`config.mk`:
```
export PLATFORM = sky130hd
export DESIGN_NAME = sc_fetch_ctrl
export DESIGN_NICKNAME = d
export VERILOG_FILES = /design/src/rtl/sc_fetch_pkg.sv /design/src/rtl/sc_fetch_pc.sv /design/src/rtl/sc_fetch_ctrl.sv
export SDC_FILE = /design/constraint.sdc
export NUM_CORES = 1
export LEC_CHECK = 0
export ABC_AREA = 1
export CORE_MARGIN = 4
export CORE_UTILIZATION = 44
export DETAILED_ROUTE_END_ITERATION = 8
export HOLD_SLACK_MARGIN = 0.05
export PLACE_DENSITY = 0.81
export SLEW_MARGIN = 40
export SYNTH_ARGS = -nofsm -noshare
export SYNTH_HDL_FRONTEND = slang
export SYNTH_SLANG_ARGS = --single-unit
```
`constraint.sdc`:
```
create_clock -name SC_RegGENERAL_CLOCK_50 -period 2.5 [get_ports SC_RegGENERAL_CLOCK_50]
set_input_delay 0.5 -clock SC_RegGENERAL_CLOCK_50 [delete_from_list [all_inputs] [get_ports SC_RegGENERAL_CLOCK_50]]
set_output_delay 0.5 -clock SC_RegGENERAL_CLOCK_50 [all_outputs]
set_load 0.02 [all_outputs]
```
`src/rtl/sc_fetch_pkg.sv`:
```
// ============================================================================
// sc_fetch_pkg : shared state encoding and default constants for the fetch
//                sequencer.
// Revision     : 1.0
// ============================================================================
`default_nettype none

package sc_fetch_pkg;

  localparam logic [1:0] ST_IDLE  = 2'd0;
  localparam logic [1:0] ST_REQ   = 2'd1;
  localparam logic [1:0] ST_FLUSH = 2'd2;
  localparam logic [1:0] ST_WRITE = 2'd3;

  typedef enum logic [1:0] {
    S_IDLE  = ST_IDLE,
    S_REQ   = ST_REQ,
    S_FLUSH = ST_FLUSH,
    S_WRITE = ST_WRITE
  } fetch_state_e;

  localparam int unsigned DEF_PC_STEP  = 4;
  localparam logic [31:0] DEF_RESET_PC = 32'h0000_0000;

endpackage

`default_nettype wire

```
`src/rtl/sc_fetch_pc.sv`:
```
// ============================================================================
// sc_fetch_pc : program counter with a load port and an increment port;
//               load wins over increment, arithmetic wraps silently.
// Revision    : 1.0
// ============================================================================
`default_nettype none

module sc_fetch_pc #(
  parameter int                     ADDRWIDTH = 32,
  parameter logic [ADDRWIDTH-1:0]   RESET_PC  = '0,
  parameter int unsigned            PC_STEP   = 4
) (
  input  logic                  SC_RegGENERAL_CLOCK_50,
  input  logic                  SC_RegGENERAL_Reset_InHigh,
  input  logic                  load_in,
  input  logic [ADDRWIDTH-1:0]  target_in,
  input  logic                  inc_in,
  output logic [ADDRWIDTH-1:0]  pc_out
);

  logic [ADDRWIDTH-1:0] pc_q;
  logic [ADDRWIDTH-1:0] pc_d;

  always_comb begin
    pc_d = pc_q;
    if (load_in) begin
      pc_d = target_in;
    end else if (inc_in) begin
      pc_d = pc_q + ADDRWIDTH'(PC_STEP);
    end
  end

  always_ff @(posedge SC_RegGENERAL_CLOCK_50 or posedge SC_RegGENERAL_Reset_InHigh) begin
    if (SC_RegGENERAL_Reset_InHigh) begin
      pc_q <= RESET_PC;
    end else begin
      pc_q <= pc_d;
    end
  end

  assign pc_out = pc_q;

endmodule

`default_nettype wire

```
`src/rtl/sc_fetch_ctrl.sv`:
```
// ============================================================================
// sc_fetch_ctrl : instruction-fetch sequencer; req/ack memory handshake,
//                 branch redirect via FLUSH, one-cycle IR write strobe.
// Revision      : 1.0
// ============================================================================
`default_nettype none

module sc_fetch_ctrl
  import sc_fetch_pkg::*;
#(
  parameter int                     DATAWIDTH_BUS = 32,
  parameter int                     ADDRWIDTH     = 32,
  parameter logic [ADDRWIDTH-1:0]   RESET_PC      = ADDRWIDTH'(DEF_RESET_PC),
  parameter int unsigned            PC_STEP       = DEF_PC_STEP
) (
  input  logic                      SC_RegGENERAL_CLOCK_50,
  input  logic                      SC_RegGENERAL_Reset_InHigh,
  input  logic                      SC_FETCH_Start_InHigh,
  input  logic                      SC_FETCH_Branch_InHigh,
  input  logic [ADDRWIDTH-1:0]      SC_FETCH_Target_In,
  output logic                      SC_FETCH_MemReq_OutHigh,
  output logic [ADDRWIDTH-1:0]      SC_FETCH_MemAddr_Out,
  input  logic                      SC_FETCH_MemAck_InHigh,
  input  logic [DATAWIDTH_BUS-1:0]  SC_FETCH_MemData_In,
  output logic                      SC_FETCH_IRWrite_OutHigh,
  output logic [DATAWIDTH_BUS-1:0]  SC_FETCH_IRData_Out,
  output logic [ADDRWIDTH-1:0]      SC_FETCH_PC_Out,
  output logic                      SC_FETCH_Busy_OutHigh,
  output logic                      SC_FETCH_Done_OutHigh
);

  fetch_state_e               state_q, state_d;
  logic                       mem_req_q, mem_req_d;
  logic                       ir_write_q, ir_write_d;
  logic                       busy_q, busy_d;
  logic [DATAWIDTH_BUS-1:0]   data_q, data_d;
  logic [ADDRWIDTH-1:0]       pc;

  // Branch always redirects the PC; increment only on the IR write cycle.
  sc_fetch_pc #(
    .ADDRWIDTH (ADDRWIDTH),
    .RESET_PC  (RESET_PC),
    .PC_STEP   (PC_STEP)
  ) u_pc (
    .SC_RegGENERAL_CLOCK_50     (SC_RegGENERAL_CLOCK_50),
    .SC_RegGENERAL_Reset_InHigh (SC_RegGENERAL_Reset_InHigh),
    .load_in                    (SC_FETCH_Branch_InHigh),
    .target_in                  (SC_FETCH_Target_In),
    .inc_in                     (state_q == S_WRITE),
    .pc_out                     (pc)
  );

  always_comb begin
    state_d   = state_q;
    mem_req_d = 1'b0;
    data_d    = data_q;
    case (state_q)
      S_IDLE: begin
        if (SC_FETCH_Start_InHigh) begin
          state_d   = S_REQ;
          mem_req_d = 1'b1;
        end
      end
      S_REQ: begin
        mem_req_d = 1'b1;
        // A REQ cycle with the request low is the gap after a discarded word.
        if (mem_req_q) begin
          if (SC_FETCH_MemAck_InHigh && SC_FETCH_Branch_InHigh) begin
            mem_req_d = 1'b0;
          end else if (SC_FETCH_MemAck_InHigh) begin
            data_d    = SC_FETCH_MemData_In;
            state_d   = S_WRITE;
            mem_req_d = 1'b0;
          end else if (SC_FETCH_Branch_InHigh) begin
            state_d = S_FLUSH;
          end
        end
      end
      S_FLUSH: begin
        mem_req_d = 1'b1;
        if (SC_FETCH_MemAck_InHigh) begin
          state_d = S_REQ;
        end
      end
      S_WRITE: begin
        if (SC_FETCH_Start_InHigh) begin
          state_d   = S_REQ;
          mem_req_d = 1'b1;
        end else begin
          state_d = S_IDLE;
        end
      end
      default: begin
        state_d = S_IDLE;
      end
    endcase
    ir_write_d = (state_d == S_WRITE);
    busy_d     = (state_d != S_IDLE);
  end

  always_ff @(posedge SC_RegGENERAL_CLOCK_50 or posedge SC_RegGENERAL_Reset_InHigh) begin
    if (SC_RegGENERAL_Reset_InHigh) begin
      state_q    <= S_IDLE;
      mem_req_q  <= 1'b0;
      ir_write_q <= 1'b0;
      busy_q     <= 1'b0;
      data_q     <= '0;
    end else begin
      state_q    <= state_d;
      mem_req_q  <= mem_req_d;
      ir_write_q <= ir_write_d;
      busy_q     <= busy_d;
      data_q     <= data_d;
    end
  end

  assign SC_FETCH_MemReq_OutHigh  = mem_req_q;
  assign SC_FETCH_MemAddr_Out     = pc;
  assign SC_FETCH_PC_Out          = pc;
  assign SC_FETCH_IRWrite_OutHigh = ir_write_q;
  assign SC_FETCH_Done_OutHigh    = ir_write_q;
  assign SC_FETCH_IRData_Out      = data_q;
  assign SC_FETCH_Busy_OutHigh    = busy_q;

endmodule

`default_nettype wire

```
==> results.py <==
metrics = {
    "clock_tree": {
        "clk_tree_root_cell": "sky130_fd_sc_hd__clkbuf_8",
        "cts_setup_buffers": 0,
        "cts-htree-levels": 3,
        "cts.repair.resized": 0,
        "clk_latency_ns": 0.35,
        "clock_buffer_count_from_cts": 9,
        "cts.reportedPaths.clkPinSlew_ns": 0.08,
        "number_of_clock_sinks": 69,
        "clock_tree.buffer_depth": 2,
        "ctsHoldBuffers": 0,
        "tritoncts_clock_tree": "done",
    },
    "cells_and_area": {
        "antenna_cells_inserted": 0,
        "post-route-util_pct": 65.6,
        "seqCellArea_um2": 1730,
        "fillerInstances": 704,
        "finish.net_count": 672,
        "drive_gt1_share_pct": 12.8,
        "area_growth_pct": 43.0,
        "multi_input_comb_area_um2": 1900,
    },
    "critical_path": {
        "crit_family": "buffers and inverters",
        "crit_chain": "clkdlybuf4s50_1",
        "r2r_start": "state_q[1]$_DFF_PP0_",
        "crit-reg2reg-capture": "SC_FETCH_IRData_Out[13]$_DFFE_PP0P_",
        "worstSetupEndpoint": "SC_FETCH_PC_Out[17]",
        "critPathKind": "register to primary output",
        "critical_path.max_stage_delay_ns": 0.67,
        "critical_path_buf_inv_count": 1,
        "critPathLaunch": "u_pc.pc_out[17]$_DFFE_PP0N_",
        "cp_num_cells": 1,
        "timing.critical_path.arrival_ns": 1.54,
        "timing.critical_path.fanout_max": 7,
        "timing.critical_path.to_type": "primary output",
        "crit_path_start_kind": "register",
        "ff2ff_setup_slack_ns": 0.55,
        "rr_worst_depth": 4,
        "data_required_time_of_the_worst_path_ns": 2.00,
        "cp_slowest_cell": "sky130_fd_sc_hd__clkdlybuf4s50_1",
    },
    "synthesis": {
        "syn-cell-area_um2": 4080,
        "cell_count_after_synthesis": 460,
        "synth_seq_cells": 69,
        "synth_simple_gate_area_share_pct": 25.0,
        "dominantRegCellSynth": "sky130_fd_sc_hd__dfrtp_1",
        "synth_adder_area_share_pct": 1.53,
        "synth_async_sr_flop_share_pct": 100,
        "number_of_enable_type_register_cells_in_the_synthesized_netlist": 0,
        "synthesis.yosys.warnings": 0,
        "synthXorXnorAreaFrac_pct": 1.29,
        "combinational_family_with_the_most_area_after_synthesis": "simple AND/OR/NAND/NOR gates",
        "post_synth_mux_area_share_pct": 11.6,
        "avg_cell_area_syn_um2": 8.88,
        "synth.net_count": 534,
        "netlist-cell-type-count": 26,
        "synth_compound_area_share_pct": 7.05,
        "synth.yosys.seq_area_share_pct": 42.3,
    },
    "grt": {
        "antenna_found_initial": 0,
        "globalRouteOverflowTotal": 0,
        "grt_pass1_vias": 3676,
        "global_route.usage.total_pct": 20.6,
        "wire_length_of_the_first_global_routing_pass_mm": 18.4,
        "maximum_number_of_pins_on_one_net_before_global_route_repair": 70,
    },
    "power": {
        "power_switching_share_pct": 37.9,
        "power.internal_mw": 3.54,
        "pwr-share-comb_pct": 48.9,
        "net-switching-power_mw": 2.16,
        "power.share.sequential_pct": 33.0,
        "power.clock.fraction_pct": 18.0,
        "ir_worst_vdd_v": 0.000706,
        "power.density_nw_per_um2": 976,
        "static-leakage-power_nw": 2.60,
    },
    "drt": {
        "drt_pass1_iterations": 5,
        "routed_wire_length_per_instance_um": 15.3,
        "antenna_left": 0,
        "wirelength_mm": 10.9,
        "route.vias.total": 3523,
        "drt-vias-per-instance": 4.95,
        "drc_errors": 0,
        "initialDrtViolationCount": 125,
    },
    "floorplanning": {
        "row_count": 34,
        "pin_count": 169,
        "die_w_um": 104,
        "die-height_um": 104,
        "floorplan.initialDensity_pct": 45.9,
        "die_area_um2": 10900,
        "core_footprint_um2": 8890,
    },
    "sta": {
        "timing_max_transition_violations_final": 0,
        "timing.final.crit_share_pct": 81.5,
        "hold_viol_final": 0,
        "clock-skew-final_ns": 0.00958,
        "fin_crit_ns": 2.04,
        "finalWorstSetupSlack_ns": 0.461,
        "measured_slew_at_the_worst_slew_check_pin_ns": 0.610,
        "setup_total_negative_slack_ns": 0,
        "relSlewSlack_pct": 59.3,
        "maxClockFrequency_mhz": 491,
        "final_setup_fails": 0,
        "setup_repair_after_global_routing_missed_its_margin": "no",
    },
    "place": {
        "detailedPlace.worstSlack_ns": 0.189,
        "hpwlAfterDp_mm": 8.30,
        "place_congestion": 0.865,
        "numPortBuffers": 168,
    },
    "flow_run": {
        "drv.max_cap_violation_count": 0,
    },
    "outcome": {
        "run_status": "completed",
    },
    "worst_hold_path": {
        "holdCritPathClass": "register to register",
    },
}
how the worst min path moves through the flow:
stage | start | end | depth (start not counted)
floorplan | u_pc.pc_out[0]$_DFFE_PP0P_ | u_pc.pc_out[0]$_DFFE_PP0P_ | 2
CTS | u_pc.pc_out[1]$_DFFE_PP0P_ | u_pc.pc_out[1]$_DFFE_PP0P_ | 2
global route | SC_FETCH_IRData_Out[11]$_DFFE_PP0P_ | SC_FETCH_IRData_Out[11]$_DFFE_PP0P_ | 1
global placement | u_pc.pc_out[1]$_DFFE_PP0P_ | u_pc.pc_out[1]$_DFFE_PP0P_ | 2
detailed placement | u_pc.pc_out[1]$_DFFE_PP0P_ | u_pc.pc_out[1]$_DFFE_PP0P_ | 2
finish | u_pc.pc_out[1]$_DFFE_PP0P_ | u_pc.pc_out[1]$_DFFE_PP0P_ | 2
metrics by stage:
stage               area (um^2)  std cells  total power [mW]  hold slack [ns]
floorplan                  4080        460              3.50            0.597
global placement           5610        695              4.61            0.482
detailed placement         5610        695              4.69            0.493
CTS                        5840        711              5.75            0.512
global route               5840        711              6.02            0.530
finish                     5840        711              5.70            0.513
synthesized netlist by cell type (3+ instances only):
cell type                  count  area, um^2
sky130_fd_sc_hd__nor2_2        8        50.1
sky130_fd_sc_hd__dfrtp_1      69        1730
sky130_fd_sc_hd__a22oi_1      19         143
sky130_fd_sc_hd__nand2_2       4        25.0
sky130_fd_sc_hd__nand2_1     120         450
sky130_fd_sc_hd__buf_6         4        45.0
sky130_fd_sc_hd__nor2_1       35         131
sky130_fd_sc_hd__nor2_4        6        67.6
sky130_fd_sc_hd__buf_2         3        15.0
sky130_fd_sc_hd__buf_4        34         255
sky130_fd_sc_hd__clkbuf_1      4        15.0
sky130_fd_sc_hd__and2_1        3        18.8
sky130_fd_sc_hd__o211ai_1      3        22.5
sky130_fd_sc_hd__o21bai_1      7        52.6
sky130_fd_sc_hd__ha_1          5        62.6
sky130_fd_sc_hd__nand3_1      44         220
sky130_fd_sc_hd__inv_1        34         128
sky130_fd_sc_hd__a21oi_1       3        15.0
sky130_fd_sc_hd__xor2_1        6        52.6
sky130_fd_sc_hd__mux2_4       30         450
sky130_fd_sc_hd__o21ai_0      11        55.1
power groups by stage:
stage               Sequential [mW]  Combinational, mW  Clock [mW]
detailed placement             1.88               2.81           0
floorplan                      2.28               1.22           0
global route                   1.95               2.97        1.10
CTS                            1.89               2.82        1.04
global placement               1.89               2.72           0
finish                         1.88               2.79        1.03
registers in the layout, indices dropped and copies added (netlist names):
register,count
SC_FETCH_Done_OutHigh,1
SC_FETCH_IRData_Out,32
SC_FETCH_Busy_OutHigh,1
u_pc.pc_out,32
SC_FETCH_MemReq_OutHigh,1
state_q,2
cell usage in the layout (no fill, tap or decap), drive strengths merged, types with 4 or more instances in the layout:
master	instances
mux2	32
nand2	126
dfrtp	69
clkbuf	9
nor2	49
buf	4
inv	35
ha	5
xor2	6
o21ai	11
nand3	45
o21bai	7
clkdlybuf4s50	168
a22oi	19
final cells by class:
class / count / area share [%]
sequential: 69 / 29.6
multi-input combinational: 312 / 32.6
tap: 108 / 2.32
clock buffer: 9 / 2.12
timing repair buffer: 172 / 29.5
clock inverter: 7 / 1.69
inverter: 34 / 2.19
worst reg2reg max path, stage by stage, from the launching register on:
cell and delay, ns:
sky130_fd_sc_hd__dfrtp_1 0.42, sky130_fd_sc_hd__inv_1 0.14, sky130_fd_sc_hd__ha_1 0.30, sky130_fd_sc_hd__nand3_4 0.49, sky130_fd_sc_hd__mux2_4 0.49
kinds of logic (layout without fill, tap and decap cells):
| logic type | count (synthesis) | in the layout |
|---|---|---|
| AOI/OAI and AO/OA | 43 | 43 |
| xor gates and xnor gates | 6 | 6 |
| adders and majority gates | 5 | 5 |
| buffers and inverters | 79 | 222 |
| DFF | 69 | 69 |
| muxes | 32 | 32 |
| and+or+nand+nor | 226 | 226 |
layer usage:
metal | global-route usage, % | vias to the layer above | share of wire, % | wire, um
li1 | - | 1740 | - | -
met1 | 24.2 | 1614 | 40 | 4360
met4 | 6.17 | 0 | 1.0 | 114
met3 | 7.39 | 9 | 10 | 1120
met2 | 35.1 | 160 | 49 | 5280
met5 | 0 | - | 0 | 0
Note: power is estimated with default switching activity, not from simulation.
